==> src/rtl/sma_pkg.sv <==
// Shared definitions for the streaming moving-average filter: accumulator
// width helper and rounding-mode encodings.
package sma_pkg;

  localparam int RND_FLOOR   = 0;
  localparam int RND_HALF_UP = 1;

  // The sum of N = 2**log2_depth samples needs log2_depth extra bits of headroom.
  function automatic int sma_sum_w(input int data_w, input int log2_depth);
    return data_w + log2_depth;
  endfunction

endpackage

==> src/rtl/sma_stream_if.sv <==
// Sample stream into the averager and the averaged stream out of it.
// The filter uses the slave modport; the sample source or host uses master.
interface sma_stream_if #(
  parameter int DATA_W = 16
);

  logic                     clear;
  logic                     x_valid;
  logic signed [DATA_W-1:0] x;
  logic                     y_valid;
  logic signed [DATA_W-1:0] y;
  logic                     full;

  modport master (
    output clear,
    output x_valid,
    output x,
    input  y_valid,
    input  y,
    input  full
  );

  modport slave (
    input  clear,
    input  x_valid,
    input  x,
    output y_valid,
    output y,
    output full
  );

endinterface

==> src/rtl/sma_delay_line.sv <==
// N-entry circular sample buffer. The entry about to be overwritten (the
// oldest sample) is presented combinationally so it can be subtracted the same cycle.
module sma_delay_line #(
  parameter int DATA_W     = 16,
  parameter int LOG2_DEPTH = 2
) (
  input  logic                     clk,
  input  logic                     rst,
  input  logic                     clear,
  input  logic                     wr_en,
  input  logic signed [DATA_W-1:0] din,
  output logic signed [DATA_W-1:0] old
);

  localparam int N = 1 << LOG2_DEPTH;

  logic signed [DATA_W-1:0] mem [N];
  logic [LOG2_DEPTH-1:0]    wr_ptr;

  assign old = mem[wr_ptr];

  // Entries are zeroed explicitly so warm-up averages against zeros, not X.
  always_ff @(posedge clk) begin
    if (!rst || clear) begin
      for (int i = 0; i < N; i++) begin
        mem[i] <= '0;
      end
      wr_ptr <= '0;
    end else if (wr_en) begin
      mem[wr_ptr] <= din;
      wr_ptr      <= wr_ptr + 1'b1;
    end
  end

endmodule

==> src/rtl/sma_stream.sv <==
// Streaming simple moving average over the last 2**LOG2_DEPTH accepted samples,
// kept as a running sum (add newest, subtract oldest) with a registered output.
module sma_stream
  import sma_pkg::*;
#(
  parameter int DATA_W     = 16,
  parameter int LOG2_DEPTH = 2,
  parameter int ROUND      = RND_FLOOR
) (
  input  logic        clk,
  input  logic        rst,
  sma_stream_if.slave s
);

  localparam int N     = 1 << LOG2_DEPTH;
  localparam int SUM_W = sma_sum_w(DATA_W, LOG2_DEPTH);
  localparam int CNT_W = LOG2_DEPTH + 1;

  localparam logic [CNT_W-1:0] N_CNT = CNT_W'(N);
  localparam logic signed [SUM_W-1:0] RND =
    (ROUND == RND_HALF_UP) ? SUM_W'(N / 2) : '0;

  logic                     accept;
  logic signed [DATA_W-1:0] old;
  logic signed [SUM_W-1:0]  sum;
  logic signed [SUM_W-1:0]  sum_n;
  logic signed [SUM_W-1:0]  sum_rnd;
  logic signed [SUM_W-1:0]  shifted;
  logic [CNT_W-1:0]         fill_cnt;
  logic [CNT_W-1:0]         fill_n;

  logic                     y_valid_q;
  logic signed [DATA_W-1:0] y_q;
  logic                     full_q;

  assign accept = s.x_valid && !s.clear;

  sma_delay_line #(
    .DATA_W     (DATA_W),
    .LOG2_DEPTH (LOG2_DEPTH)
  ) u_delay_line (
    .clk   (clk),
    .rst   (rst),
    .clear (s.clear),
    .wr_en (accept),
    .din   (s.x),
    .old   (old)
  );

  // Sign-extending casts; SUM_W headroom means neither the sum nor the
  // rounding offset can overflow, and the shifted result always fits DATA_W.
  assign sum_n   = sum + SUM_W'(s.x) - SUM_W'(old);
  assign sum_rnd = sum_n + RND;
  assign shifted = sum_rnd >>> LOG2_DEPTH;
  assign fill_n  = (fill_cnt == N_CNT) ? fill_cnt : fill_cnt + 1'b1;

  always_ff @(posedge clk) begin
    if (!rst || s.clear) begin
      sum       <= '0;
      fill_cnt  <= '0;
      y_valid_q <= 1'b0;
      y_q       <= '0;
      full_q    <= 1'b0;
    end else if (accept) begin
      sum       <= sum_n;
      fill_cnt  <= fill_n;
      y_valid_q <= 1'b1;
      y_q       <= shifted[DATA_W-1:0];
      full_q    <= (fill_n == N_CNT);
    end else begin
      y_valid_q <= 1'b0;
    end
  end

  assign s.y_valid = y_valid_q;
  assign s.y       = y_q;
  assign s.full    = full_q;

endmodule

==> src/flat_wrapper.sv <==
// flat-port wrapper written by rule: the top's interface ports become plain ports
module sma_stream_flat import sma_pkg::*;
#(
  parameter int DATA_W     = 16,
  parameter int LOG2_DEPTH = 2,
  parameter int ROUND      = RND_FLOOR
)
  (clk, rst, s_clear, s_x_valid, s_x, s_y_valid, s_y, s_full);
  sma_stream_if #(.DATA_W(DATA_W)) s_i ();
  input  logic clk;
  input  logic rst;
  input wire logic [$bits(s_i.clear)-1:0] s_clear;
  input wire logic [$bits(s_i.x_valid)-1:0] s_x_valid;
  input wire logic [$bits(s_i.x)-1:0] s_x;
  output wire logic [$bits(s_i.y_valid)-1:0] s_y_valid;
  output wire logic [$bits(s_i.y)-1:0] s_y;
  output wire logic [$bits(s_i.full)-1:0] s_full;
  assign s_i.clear = s_clear;
  assign s_i.x_valid = s_x_valid;
  assign s_i.x = s_x;
  assign s_y_valid = s_i.y_valid;
  assign s_y = s_i.y;
  assign s_full = s_i.full;
  sma_stream #(.DATA_W(DATA_W), .LOG2_DEPTH(LOG2_DEPTH), .ROUND(ROUND)) u_core (.clk(clk), .rst(rst), .s(s_i));
endmodule
==> config.mk <==
export PLATFORM = sky130hd
export DESIGN_NAME = sma_stream_flat
export DESIGN_NICKNAME = d
export VERILOG_FILES = /design/src/rtl/sma_pkg.sv /design/src/rtl/sma_stream_if.sv /design/src/rtl/sma_delay_line.sv /design/src/rtl/sma_stream.sv /design/src/flat_wrapper.sv
export SDC_FILE = /design/constraint.sdc
export NUM_CORES = 1
export LEC_CHECK = 0
export ABC_CLOCK_PERIOD_IN_PS = 5410
export CAP_MARGIN = 20
export CORE_MARGIN = 2
export CORE_UTILIZATION = 55
export CTS_BUF_LIST = sky130_fd_sc_hd__clkbuf_4 sky130_fd_sc_hd__clkbuf_8
export DETAILED_ROUTE_END_ITERATION = 10
export PLACE_DENSITY_LB_ADDON = 0.15
export SLEW_MARGIN = 30
export SYNTH_ARGS = -nofsm -noshare
export SYNTH_HDL_FRONTEND = slang
export SYNTH_SLANG_ARGS = --single-unit
==> constraint.sdc <==
create_clock -name clk -period 5.41 [get_ports clk]
set_clock_uncertainty 0.2 [all_clocks]
set_input_delay 1.082 -clock clk [delete_from_list [all_inputs] [get_ports clk]]
set_output_delay 1.082 -clock clk [all_outputs]
set_load 0.1 [all_outputs]
==> out/qor.yml <==
worst_setup_path:
  path_class: "reg2reg"
  worstSetupStartpointType: "flip-flop"
  cp-end-kind: "flip-flop"
  critPathMaxFanout: 11
  critical_path_arrival_ns: 4.35
  critPathRequiredTime_ns: 5.48
timing:
  finalSetupViolCount: 0
  setup_slack_ns: 1.13
  hold_ws_ns: 0.298
  tns_ns: 0
  slew_headroom_pct: 34.3
  timing.final.max_slew_violations: 0
  worst_pin_slew_ns: 0.983
  final_hold_viol_count: 0
  period_needed_ns: 4.28
  clock.fmax_mhz: 234
  rsz0062_at_grt: "false"
  fin_crit_sh_pct: 79.1
route:
  drc: 0
  firstDrtPassIters: 4
  vias: 3624
  wl_microns: 11700
  avgRoutedWirePerCell_microns: 18.0
  via_per_inst: 5.58
  antenna_left: 0
  first_iter_violations: 237
place:
  hpwl_microns: 7890
  pre_cts_ws_ns: 1.03
  gp_congestion: 0.912
  port_buffers: 37
  place_area_sq_um: 5650
clock_network:
  cts.path.max_buffers: 2
  cts.sink_count: 91
  cts_tree: "done"
  ctsHoldBuffers: 0
  cts_resized: 0
  clk_latency_ns: 0.36
  root_buffer: "clkbuf_8"
  cts_setup_buffers: 0
  htree_levels: 3
  clk_pin_slew_ns: 0.10
  numCtsBuffers: 9
final_layout:
  diodes: 0
  layout_commonest_cell: "inv_1"
  multi_input_area_sq_um: 2250
  syn_to_final_growth_pct: 11.5
  n_fill_cell: 765
  final_cell_area_sq_um: 5860
  regArea_sq_um: 2460
  nets: 573
  final_cell_mix: "89 x inv_1, 64 x edfxtp_1, 46 x nor2_1, 37 x clkdlybuf4s50_1, 33 x nand2_1"
  drive_gt1_share_pct: 10.4
power:
  power_uw: 1980
  p_leak_uw: 0.00247
  power.density_nw_per_um2: 338
  irDropWorstVdd_uv: 175
floorplan:
  placeableCoreArea_sq_um: 9240
  pin_count: 38
  start_util_pct: 56.9
  die_area_sq_um: 10400
  row_count: 35
  die_w_microns: 102
  die_h_microns: 102
yosys:
  yosysUniqueCellTypes: 49
  async_flop_share_pct: 0
  synth_area_leaders: "edfxtp_1 37%, dfxtp_1 10%, mux4_2 6.9%"
  yosysWarnings: 0
  yosysSeqAreaShare_pct: 46.9
  yosysTopAreaCell: "edfxtp_1"
  synth_fp_nets: 554
  synth_ff_type: "edfxtp_1"
  synth-seq-cells: 91
  synth-edff-count: 64
  syn_inst: 496
  synth_area_sq_um: 5250
  postSynthAreaPerCell_sq_um: 10.6
  synth_top_area_share_pct: 36.6
hold_path:
  hold_class: "reg2reg"
flow_run:
  drv_cap: 0
global_routing:
  grt_max_degree: 24
  grt_pass1_vias: 3574
  grt.total_usage_pct: 24.2
  grt-ovfl-total: 0
  grt_pass1_wl_microns: 18500
  grt_antenna_before_repair: 0
status:
  outcome: "complete, no violations"
-- synth_stat cells (2+ instances only) --
library cell,n
nor2b_1,4
a2111oi_0,2
mux4_2,16
nand3_1,7
or3_1,2
buf_1,6
dfxtp_1,27
and4_1,2
nand2b_1,5
edfxtp_1,64
clkbuf_1,16
nor3_1,13
mux2i_1,7
a21oi_1,20
a32oi_1,3
o21a_1,2
a21o_1,6
fa_1,17
buf_4,16
a21o_2,2
xor2_1,6
nand3b_1,2
o21ai_0,15
a211oi_1,2
xnor2_1,6
nor4_1,16
ha_1,21
nand4_1,3
inv_1,89
o211ai_1,2
nor2_1,46
nand2_1,34
-- state kept, by name, indices dropped and copies added (netlist names), named ones only --
register                    count
u_core.fill_cnt                 3
u_core.s.full                   1
u_core.s.y                     15
u_core.s.y_valid                1
u_core.sum                      3
u_core.u_delay_line.mem        64
u_core.u_delay_line.wr_ptr      2
-- final timing paths --
check                 start        endpoint  slack [ns]  depth (start not counted)
max               flip-flop  u_core.sum[17]        1.13                         12
min          u_core.s.y[10]  u_core.s.y[10]        0.30                          2
max reg2reg       flip-flop  u_core.sum[17]        1.13                         12
min reg2reg  u_core.s.y[10]  u_core.s.y[10]        0.30                          2
-- routing by layer --
| metal | global-route usage (%) | part of all wire (%) | vias up |
|---|---|---|---|
| li1 | - | - | 1728 |
| met1 | 34.0 | 45 | 1776 |
| met2 | 39.0 | 48 | 104 |
| met3 | 3.04 | 5.1 | 16 |
| met4 | 8.73 | 2.0 | 0 |
| met5 | 0 | 0 | - |
-- power by group --
part | internal, uW | leakage, uW | switching (uW)
registers | 791 | 0.000930 | 28.2
logic | 252 | 0.00144 | 438
clock network | 217 | 0.000100 | 253
-- layout make-up --
cell class | instances | area share (%)
tap | 129 | 2.76
inverter | 90 | 5.77
clock inverter | 7 | 1.26
multi-input combinational | 276 | 38.4
sequential | 91 | 42.1
timing repair buffer | 47 | 7.61
clock buffer | 9 | 2.12
-- cell families (layout without fill, tap and decap cells) --
group	count (synthesis)	count (layout)	synth area share, %
AOI/OAI and AO/OA	65	65	8.55
xor gates and xnor gates	12	12	2.00
adders and majority gates	38	38	11.5
buffers and inverters	129	153	10.4
DFF	91	91	46.9
muxes	24	24	8.41
and+or+nand+nor	137	137	12.3
-- per-stage QoR --
step | utilization [%] | std cells
finish | 63.4 | 649
global route | 63.4 | 649
CTS | 63.3 | 649
detailed placement | 61.2 | 633
global placement | 61.2 | 633
floorplan | - | 496
-- critical path, cell delays in order, from the launching register on --
cell      delay [ns]
dfxtp_1         0.84
buf_4           0.33
mux4_2          0.53
fa_1            0.50
inv_1           0.05
ha_1            0.40
nand4_1         0.20
o22ai_1         0.13
nor3_1          0.16
o21bai_1        0.13
o211a_1         0.24
or3_1           0.34
a21oi_1         0.12
Note: power is estimated with default switching activity, not from simulation.
